`src/rtl/user_tree_pkg.sv`:
```
// Shared types for the node-tree side of the message parser.
package user_tree_pkg;
    typedef logic [7:0] identifier;
endpackage

```
`src/rtl/field_tag_decoder.sv`:
```
// Streaming protobuf-style field tag decoder: extracts field number / wire type and skips payloads.
// Optional macro FIELD_TAG_DECODER_ERR_RECOVER_EN adds err_clr_i to leave ERROR without reset.
//
// state       | meaning
// TAG         | accumulating tag varint
// SKIP_VARINT | dropping a wire-type-0 varint payload
// SKIP_FIXED  | dropping 8 (wt 1) or 4 (wt 5) payload bytes
// LEN         | accumulating wire-type-2 length varint
// SKIP_BYTES  | dropping length-delimited payload
// ERROR       | protocol error, bytes dropped
module field_tag_decoder #(
    parameter int TAG_MAX_BYTES = 5,
    parameter int LEN_W         = 16
) (
    input  logic                      clk_i,
    input  logic                      reset_i,
    input  logic [7:0]                byte_i,
    input  logic                      byte_valid_i,
`ifdef FIELD_TAG_DECODER_ERR_RECOVER_EN
    input  logic                      err_clr_i,
`endif
    output logic                      byte_ready_o,
    output user_tree_pkg::identifier  field_id,
    output logic                      field_id_valid,
    output logic [2:0]                wire_type_o,
    output logic [LEN_W-1:0]          field_len_o,
    output logic                      field_len_valid_o,
    output logic                      err_o
);

    localparam int LEN_BYTES = (LEN_W + 6) / 7;
    localparam int ACC_W     = (TAG_MAX_BYTES > LEN_BYTES) ? 7 * TAG_MAX_BYTES : 7 * LEN_BYTES;
    localparam int IDX_W     = $clog2(ACC_W / 7 + 1);
    localparam int CNT_W     = (LEN_W > 4) ? LEN_W : 4;

    typedef enum logic [2:0] {
        TAG, SKIP_VARINT, SKIP_FIXED, LEN, SKIP_BYTES, ERROR
    } state_t;

    state_t             state_q, state_d;
    logic [ACC_W-1:0]   acc_q, acc_d;
    logic [IDX_W-1:0]   idx_q, idx_d;
    logic [CNT_W-1:0]   cnt_q, cnt_d;
    logic [7:0]         field_id_q, field_id_d;
    logic [2:0]         wire_type_q, wire_type_d;
    logic [LEN_W-1:0]   len_q, len_d;
    logic               id_vld_q, id_vld_d;
    logic               len_vld_q, len_vld_d;

    logic               accept;
    logic [IDX_W+2:0]   shamt;
    logic [ACC_W-1:0]   acc_nxt;
    logic               fnum_zero, fnum_big, bad_wt, len_ovf, last_tag, last_len;

    // Ready is low exactly while reset is held, high in every state otherwise.
    assign byte_ready_o = reset_i;
    assign accept       = byte_valid_i & byte_ready_o;

    assign shamt     = {idx_q, 3'b000} - {3'b000, idx_q};
    assign acc_nxt   = acc_q | (ACC_W'(byte_i[6:0]) << shamt);
    assign fnum_zero = ((acc_nxt >> 3) == '0);
    assign fnum_big  = ((acc_nxt >> 11) != '0);
    assign bad_wt    = (acc_nxt[2:0] == 3'd3) || (acc_nxt[2:0] == 3'd4) ||
                       (acc_nxt[2:0] == 3'd6) || (acc_nxt[2:0] == 3'd7);
    assign len_ovf   = ((acc_nxt >> LEN_W) != '0);
    assign last_tag  = (idx_q == IDX_W'(TAG_MAX_BYTES - 1));
    assign last_len  = (idx_q == IDX_W'(LEN_BYTES - 1));

    always_comb begin
        state_d     = state_q;
        acc_d       = acc_q;
        idx_d       = idx_q;
        cnt_d       = cnt_q;
        field_id_d  = field_id_q;
        wire_type_d = wire_type_q;
        len_d       = len_q;
        id_vld_d    = 1'b0;
        len_vld_d   = 1'b0;
        if (accept) begin
            case (state_q)
                TAG: begin
                    if (byte_i[7]) begin
                        if (last_tag) begin
                            state_d = ERROR;
                        end else begin
                            acc_d = acc_nxt;
                            idx_d = idx_q + IDX_W'(1);
                        end
                    end else begin
                        acc_d = '0;
                        idx_d = '0;
                        if (fnum_zero || fnum_big || bad_wt) begin
                            state_d = ERROR;
                        end else begin
                            field_id_d  = acc_nxt[10:3];
                            wire_type_d = acc_nxt[2:0];
                            id_vld_d    = 1'b1;
                            case (acc_nxt[2:0])
                                3'd0:    state_d = SKIP_VARINT;
                                3'd1:    begin state_d = SKIP_FIXED; cnt_d = CNT_W'(8); end
                                3'd5:    begin state_d = SKIP_FIXED; cnt_d = CNT_W'(4); end
                                default: state_d = LEN;
                            endcase
                        end
                    end
                end
                SKIP_VARINT: begin
                    if (!byte_i[7]) state_d = TAG;
                end
                SKIP_FIXED, SKIP_BYTES: begin
                    if (cnt_q == CNT_W'(1)) state_d = TAG;
                    else                    cnt_d   = cnt_q - CNT_W'(1);
                end
                LEN: begin
                    if (len_ovf || (byte_i[7] && last_len)) begin
                        state_d = ERROR;
                    end else if (byte_i[7]) begin
                        acc_d = acc_nxt;
                        idx_d = idx_q + IDX_W'(1);
                    end else begin
                        acc_d     = '0;
                        idx_d     = '0;
                        len_d     = acc_nxt[LEN_W-1:0];
                        len_vld_d = 1'b1;
                        if (acc_nxt[LEN_W-1:0] == '0) begin
                            state_d = TAG;
                        end else begin
                            state_d = SKIP_BYTES;
                            cnt_d   = CNT_W'(acc_nxt[LEN_W-1:0]);
                        end
                    end
                end
                default: ;
            endcase
        end
`ifdef FIELD_TAG_DECODER_ERR_RECOVER_EN
        if ((state_q == ERROR) && err_clr_i) begin
            state_d = TAG;
            acc_d   = '0;
            idx_d   = '0;
        end
`endif
    end

    always_ff @(posedge clk_i or negedge reset_i) begin
        if (!reset_i) begin
            state_q     <= TAG;
            acc_q       <= '0;
            idx_q       <= '0;
            cnt_q       <= '0;
            field_id_q  <= '0;
            wire_type_q <= '0;
            len_q       <= '0;
            id_vld_q    <= 1'b0;
            len_vld_q   <= 1'b0;
        end else begin
            state_q     <= state_d;
            acc_q       <= acc_d;
            idx_q       <= idx_d;
            cnt_q       <= cnt_d;
            field_id_q  <= field_id_d;
            wire_type_q <= wire_type_d;
            len_q       <= len_d;
            id_vld_q    <= id_vld_d;
            len_vld_q   <= len_vld_d;
        end
    end

    assign field_id          = field_id_q;
    assign field_id_valid    = id_vld_q;
    assign wire_type_o       = wire_type_q;
    assign field_len_o       = len_q;
    assign field_len_valid_o = len_vld_q;
    assign err_o             = (state_q == ERROR);

endmodule

```
`config.mk`:
```
export PLATFORM = sky130hd
export DESIGN_NAME = field_tag_decoder
export DESIGN_NICKNAME = d
export VERILOG_FILES = /design/src/rtl/user_tree_pkg.sv /design/src/rtl/field_tag_decoder.sv
export SDC_FILE = /design/constraint.sdc
export NUM_CORES = 1
export LEC_CHECK = 0
export CORE_MARGIN = 2
export CORE_UTILIZATION = 59
export DETAILED_ROUTE_END_ITERATION = 16
export PLACE_DENSITY = 0.81
export SLEW_MARGIN = 10
export SYNTH_ARGS = -nofsm -noshare
export SYNTH_HDL_FRONTEND = slang
export SYNTH_SLANG_ARGS = --single-unit
```
`constraint.sdc`:
```
create_clock -name clk_i -period 6 [get_ports clk_i]
set_input_delay 1.2 -clock clk_i [delete_from_list [all_inputs] [get_ports clk_i]]
set_output_delay 1.2 -clock clk_i [all_outputs]
set_load 0.02 [all_outputs]
```
==> metrics, run 1 <==
status finished clean; Yosys top cell area share 0.415; worst r2r src idx_q[0]; area of the die 9550 µm²; crit path DAT 5.41 ns; nets 613; CP Cell Sequence clkinv_1, ha_1, ha_1, nor2b_1, and3_1, a221o_1, a211oi_1, nand4_1, and3_1, a21oi_2, or2_1, mux2_1; Chip Width 97.7 µm; library cells used by synthesis 73; Clock Tree Root clkbuf_8; Critical Path Source Type flop; PortBufs 41; Hold Crit Start field_len_o[8]; Max Clock Skew 0.0156 ns; critical path type flop to flop; initial antenna violation count 0; first-pass GRT wire length 24.0 mm; CTS tree built; fin. max-slew vios 0; gr ovfl total 0; worst path bufs/invs 1; vias in the first global route 4684; Mapped Nets 586; max_cap viols 0; Antenna diodes 0; Synth Flop Type dfrtp_1; I/O pin count 42; cts hold-fix bufs 0; CP Launch Point idx_q[0]; Worst EP required 6.26 ns; Syn Area/Cell 9.11 µm²; Setup TNS 0 ns; RSZ-0062 raised after global routing false; row cnt 34; most area-consuming cells after synthesis dfrtp_1 (42%), nor2_1 (5.4%), mux2_2 (4.3%); mapped cell area 5180 µm²; wire length per cell 20.9 µm; yosys warns 0; GPL Wtd Cong 0.983; Slowest-stage cell, CP ha_1; Seq cells post-synth 86; leakage power total 2.68 nW; Tightest Pin Transition 1.09 ns; Synth Instances 569; peak supply drop 250 µV; Detail Placement HPWL 10.5 mm; Crit Path Max Fanout 16; Detailed Route WL 14.8 mm; final worst path period share 0.859; ANT nets after route 0; DP Area 5640 µm²; Iter 0 DRT Violations 470; Hold Path Class flop to flop; H-tree depth 3; Area Growth Syn to Fin 13.1%; first drt pass iteration count 5; Max transition margin 0.274; worst skew pair latency 0.38 ns; CP top delay family simple AND/OR/NAND/NOR gates; share of layout cells above drive strength 1 0.115; core box area 8640 µm²; drt via density 6.76; pwr dens 598 nW/µm²; Setup Buffers After CTS 0; largest net degree at the start of global routing 67; deepest clock path buffer count 2; setup ws final 0.848 ns; Final Hold Fails 0; setup violators final 0; fmax 194 MHz; leading area contributor after synthesis dfrtp_1; die height 97.7 µm; Final min period 5.15 ns; CP Capture Type flop; GRT Util Overall 0.315; final non-filler cell area 5860 µm²; ys async rst share 1.00; clock-pin slew on the worst setup and hold paths 0.10 ns; number of buffers created by CTS 9; post-cts resize count 0; # DRC 0; register area share after synthesis 0.415; Fillers 673; initial core utilization 0.600; vias 4796; dpl ws 0.765 ns; slowest stage delay, CP 0.55 ns; clock sinks 86; number of synthesized flops with an enable pin 0; total power 3.51 mW
[cells in the final DEF (no fill, tap or decap), types with 3 or more instances in the layout]
cell type	n
dfrtp_1	86
nor2_1	75
a21oi_1	42
clkdlybuf4s50_1	40
nand2_1	33
a31oi_1	30
o21ai_0	28
inv_1	20
mux2_2	20
nor3_1	18
o31ai_1	15
nand3_1	12
a21o_1	12
buf_4	10
mux2i_1	9
clkbuf_8	9
or3_1	8
o21ai_1	8
nand4_1	7
nor4_1	7
mux2_4	7
nor2b_1	6
o22ai_1	6
ha_1	6
and3_1	5
o21a_1	4
and2_1	4
a32oi_1	3
mux4_2	3
xor2_1	3
xnor2_1	3
nand2b_1	3
o41ai_1	3
nor4bb_1	3
[worst min-delay path, cell delays in order, from the launching register on]
cell	delay, ns
dfrtp_1	0.36
nand2_1	0.05
o21ai_0	0.06
[Yosys cell counts (3+ instances only)]
cell type  number
a32oi_1         3
xnor2_1         3
nor4_1          7
o31ai_1        15
clkbuf_1       14
o21ai_0        28
and3_1          5
nor3_1         18
nor4bb_1        3
buf_4           3
nand3_1        12
or3_1           8
buf_2          10
mux2_2         20
nand2b_1        3
dfrtp_1        86
mux4_2          3
xor2_1          3
o21ai_1         8
mux2_4          7
nor2b_1         6
inv_1          20
ha_1            6
nor2_1         75
and2_1          4
o41ai_1         3
a21oi_1        42
a21o_1         12
a31oi_1        30
buf_1           6
nand4_1         7
mux2i_1         9
nand2_1        33
o22ai_1         6
o21a_1          4
[where the power goes]
part / switching [mW] / total (mW) / leakage (nW) / internal, mW
clock network: 0.233 / 0.473 / 0.116 / 0.240
registers: 0.159 / 0.895 / 1.15 / 0.736
logic: 1.42 / 2.14 / 1.41 / 0.716
[stage by stage]
stage / hold slack (ns) / cells / util
2_1_floorplan: 0.463 / 569 / -
3_3_place_gp: 0.465 / 693 / 0.653
3_5_place_dp: 0.477 / 693 / 0.653
4_1_cts: 0.501 / 709 / 0.679
5_1_grt: 0.532 / 709 / 0.679
6_report: 0.498 / 709 / 0.679
[logic make-up after synthesis]
family          share of synthesized area
fa+ha+maj                          0.0145
compound gates                      0.226
buf+inv                            0.0458
simple gates                        0.190
mux                                0.0985
xor+xnor                           0.0101
flops                               0.415
[path summary, 6_finish.rpt]
path | depth (start not counted) | slack (ns) | endpoint
setup / recovery | 12 | 0.85 | cnt_q[3]
hold / removal | 2 | 0.50 | field_len_o[8]
setup reg to reg | 12 | 0.85 | cnt_q[3]
hold reg to reg | 2 | 0.50 | field_len_o[8]
max in group asynchronous | 2 | 4.12 | field_id[1]
min in group asynchronous | 1 | 0.71 | acc_q[25]
[routing by layer]
metal | vias up | routed length (µm) | track usage
met1 | 2353 | 6070 | 0.423
met2 | 234 | 7180 | 0.513
met5 | - | 0 | 0
met4 | 0 | 529 | 0.124
li1 | 2157 | - | -
met3 | 52 | 1020 | 0.0587
[flip-flops by register name, indices dropped and copies added (netlist names)]
name,flops
field_id_valid,1
field_id,8
idx_q,3
wire_type_o,3
acc_q,35
state_q,3
field_len_o,16
cnt_q,16
field_len_valid_o,1
[cell type report]
type | instances | area, µm² | area share
sequential | 86 | 2150 | 0.367
multi-input combinational | 428 | 2800 | 0.477
clock inverter | 7 | 103 | 0.0175
timing repair buffer | 50 | 475 | 0.0811
clock buffer | 9 | 124 | 0.0211
inverter | 21 | 78.8 | 0.0134
tap | 108 | 135 | 0.0230
Note: power is estimated with default switching activity, not from simulation.
==> run 2: changes to the inputs <==
==> constraint.sdc (replaced) <==
create_clock -name clk_i -period 6 [get_ports clk_i]
set_input_delay 1.2 -clock clk_i [delete_from_list [all_inputs] [get_ports clk_i]]
set_output_delay 1.2 -clock clk_i [all_outputs]
set_load 0.005 [all_outputs]
==> results of run 2 <==
Same layout as run 1 (identical final DEF). Status: finished clean.
Among the figures that moved: total power 3.51 mW -> 3.49 mW; worst IR drop on VDD 250 µV -> 249 µV
==> run 3: changes to the inputs <==
CAP_MARGIN = 20   (was default)
CORE_MARGIN = default   (was 2)
==> run 3 against run 2 <==
  * Fmax fell by 2.6%
  * Worst setup slack got worse by 0.14 ns
  * First-iteration DRC count rose by 23%
  * Clock-buffer cell count did not move
  * Combinational power barely moved
  * Sequential cell count did not move
  * Utilization rose by 2.1 points
  * Routed wire length fell by 4.3%
  * Die area fell by 4.1%
  * Power fell by 1.9%
  * Sequential share of layout area rose by 0.16 points
  * Global-route usage rose by 1.8 points
==> metrics, run 3 (synthesized netlist as in run 1, its figures left out) <==
ANT nets after route 0 (unchanged); final non-filler cell area 5840 µm² (was 5860 µm²); Max transition margin 0.322 (was 0.274); Setup TNS 0 ns (unchanged); core box area 8340 µm² (was 8640 µm²); Top reg by flops acc_q (unchanged); pwr dens 587 nW/µm² (was 595 nW/µm²); nets 613 (unchanged); initial core utilization 0.622 (was 0.600); leakage power total 2.67 nW (was 2.68 nW); DP Area 5630 µm² (was 5640 µm²); Fillers 639 (was 673); CP Cell Sequence inv_1, ha_1, ha_1, mux4_2, nand4bb_1, o41ai_2, nor4b_4, nand4_2, nor3_4, mux2_2 (was clkinv_1, ha_1, ha_1, nor2b_1, and3_1, a221o_1, a211oi_1, nand4_1, and3_1, a21oi_2, or2_1, mux2_1); worst skew pair latency 0.38 ns (about the same); Fin Hold WS 0.499 ns (was 0.498 ns); I/O pin count 42 (unchanged); Final min period 5.29 ns (was 5.15 ns); Hold Path Class flop to flop (unchanged); RSZ-0062 raised after global routing false (unchanged); Detail Placement HPWL 10.1 mm (was 10.5 mm); first drt pass iteration count 8 (was 5); Critical Path Source Type flop (unchanged); CTS tree built (unchanged); clock sinks 86 (unchanged); share of layout cells above drive strength 1 0.115 (unchanged); gr ovfl total 0 (unchanged); max_cap viols 0 (unchanged); final worst path period share 0.881 (was 0.859); Final Hold Fails 0 (unchanged); Clock Tree Root clkbuf_8 (unchanged); Antenna diodes 0 (unchanged); # DRC 0 (unchanged); fin. max-slew vios 0 (unchanged); most frequent cells in the layout dfrtp_1 (86), nor2_1 (75), a21oi_1 (42) (unchanged); vias 4715 (was 4796); die height 95.7 µm (was 97.7 µm); setup violators final 0 (unchanged); cts hold-fix bufs 0 (unchanged); GRT Util Overall 0.333 (was 0.315); total power 3.43 mW (was 3.49 mW); peak supply drop 358 µV (was 249 µV); Detailed Route WL 14.2 mm (was 14.8 mm); GPL Wtd Cong 0.929 (was 0.983); area of the multi-input gates 2800 µm² (unchanged); Tightest Pin Transition 1.01 ns (was 1.09 ns); critical path type flop to flop (unchanged); deepest clock path buffer count 2 (unchanged); row cnt 33 (was 34); Seq. cell area 2150 µm² (unchanged); fmax 189 MHz (was 194 MHz); Worst EP required 6.26 ns (about the same); crit path DAT 5.55 ns (was 5.41 ns); max reg flops 35 (unchanged); Crit Path Max Fanout 18 (was 16); first-pass GRT wire length 22.8 mm (was 24.0 mm); drt via density 6.68 (was 6.76); post-cts resize count 0 (unchanged); Chip Width 95.7 µm (was 97.7 µm); wire length per cell 20.1 µm (was 20.9 µm); initial antenna violation count 0 (unchanged); Setup Buffers After CTS 0 (unchanged); status finished clean (unchanged); number of buffers created by CTS 9 (unchanged); area of the die 9170 µm² (was 9550 µm²); vias in the first global route 4200 (was 4684); PortBufs 41 (unchanged); Iter 0 DRT Violations 578 (was 470); commonest non-fill, non-tap cell in the layout dfrtp_1 (unchanged); slowest stage delay, CP 0.75 ns (was 0.55 ns); largest net degree at the start of global routing 64 (was 67); H-tree depth 3 (unchanged); clock-pin slew on the worst setup and hold paths 0.10 ns (about the same); CP dominant cell by count ha_1; CP Capture Type flop (unchanged); Max Clock Skew 0.0117 ns (was 0.0156 ns); Area Growth Syn to Fin 12.6% (was 13.1%); Slowest-stage cell, CP dfrtp_1 (was ha_1)
run 3: cell count changes in the layout (fill, tap and decap cells not counted), sizes merged:
| cell | previous run | this run |
|---|---|---|
| bufinv | 2 | 0 |
| inv | 23 | 22 |
| clkinv | 3 | 6 |
run 3: area by class of cell:
class                   instances  area share
clock inverters                 7      0.0139
clock buffers                   9      0.0212
flip-flops and latches         86       0.369
inverters                      21      0.0135
multi-input cells             428       0.479
repair buffers                 50      0.0814
well taps                     105      0.0225
run 3: report_power, final:
group	switching, mW	internal [mW]
Combinational	1.39	0.724
Sequential	0.160	0.736
Clock	0.252	0.165
run 3: per-stage QoR:
| stage | setup slack, ns | util | std cells |
|---|---|---|---|
| final | 0.712 | 0.700 | 706 |
| after global routing | 0.413 | 0.700 | 706 |
| after CTS | 0.840 | 0.700 | 706 |
| after detailed placement | 0.796 | 0.675 | 690 |
| after global placement | 0.929 | 0.675 | 690 |
| after floorplan | 1.73 | - | 569 |
run 3: path summary, 6_finish.rpt:
path / startpoint / endpoint / slack, ns / depth (start not counted)
worst max-delay path: idx_q[1] / wire_type_o[1] / 0.71 / 10
worst min-delay path: field_len_o[14] / field_len_o[14] / 0.50 / 2
worst max register to register: idx_q[1] / wire_type_o[1] / 0.71 / 10
worst min register to register: field_len_o[14] / field_len_o[14] / 0.50 / 2
max in group asynchronous: reset_i / field_len_o[3] / 4.18 / 2
min in group asynchronous: reset_i / acc_q[0] / 0.71 / 1
run 3: layer usage:
metal / up-vias / GRT usage / part of all wire
met1: 2262 / 0.508 / 0.44
li1: 2164 / - / -
met3: 19 / 0.0671 / 0.098
met5: - / 0 / 0
met2: 270 / 0.476 / 0.44
met4: 0 / 0.103 / 0.017
run 3: worst max-delay path, delay by kind of cell, from the launching register on:
kind | cells | cell delay [ns]
simple gates | 4 | 1.64
mux | 2 | 1.07
fa+ha+maj | 2 | 1.02
flops | 1 | 0.75
compound gates | 1 | 0.45
buf+inv | 1 | 0.21
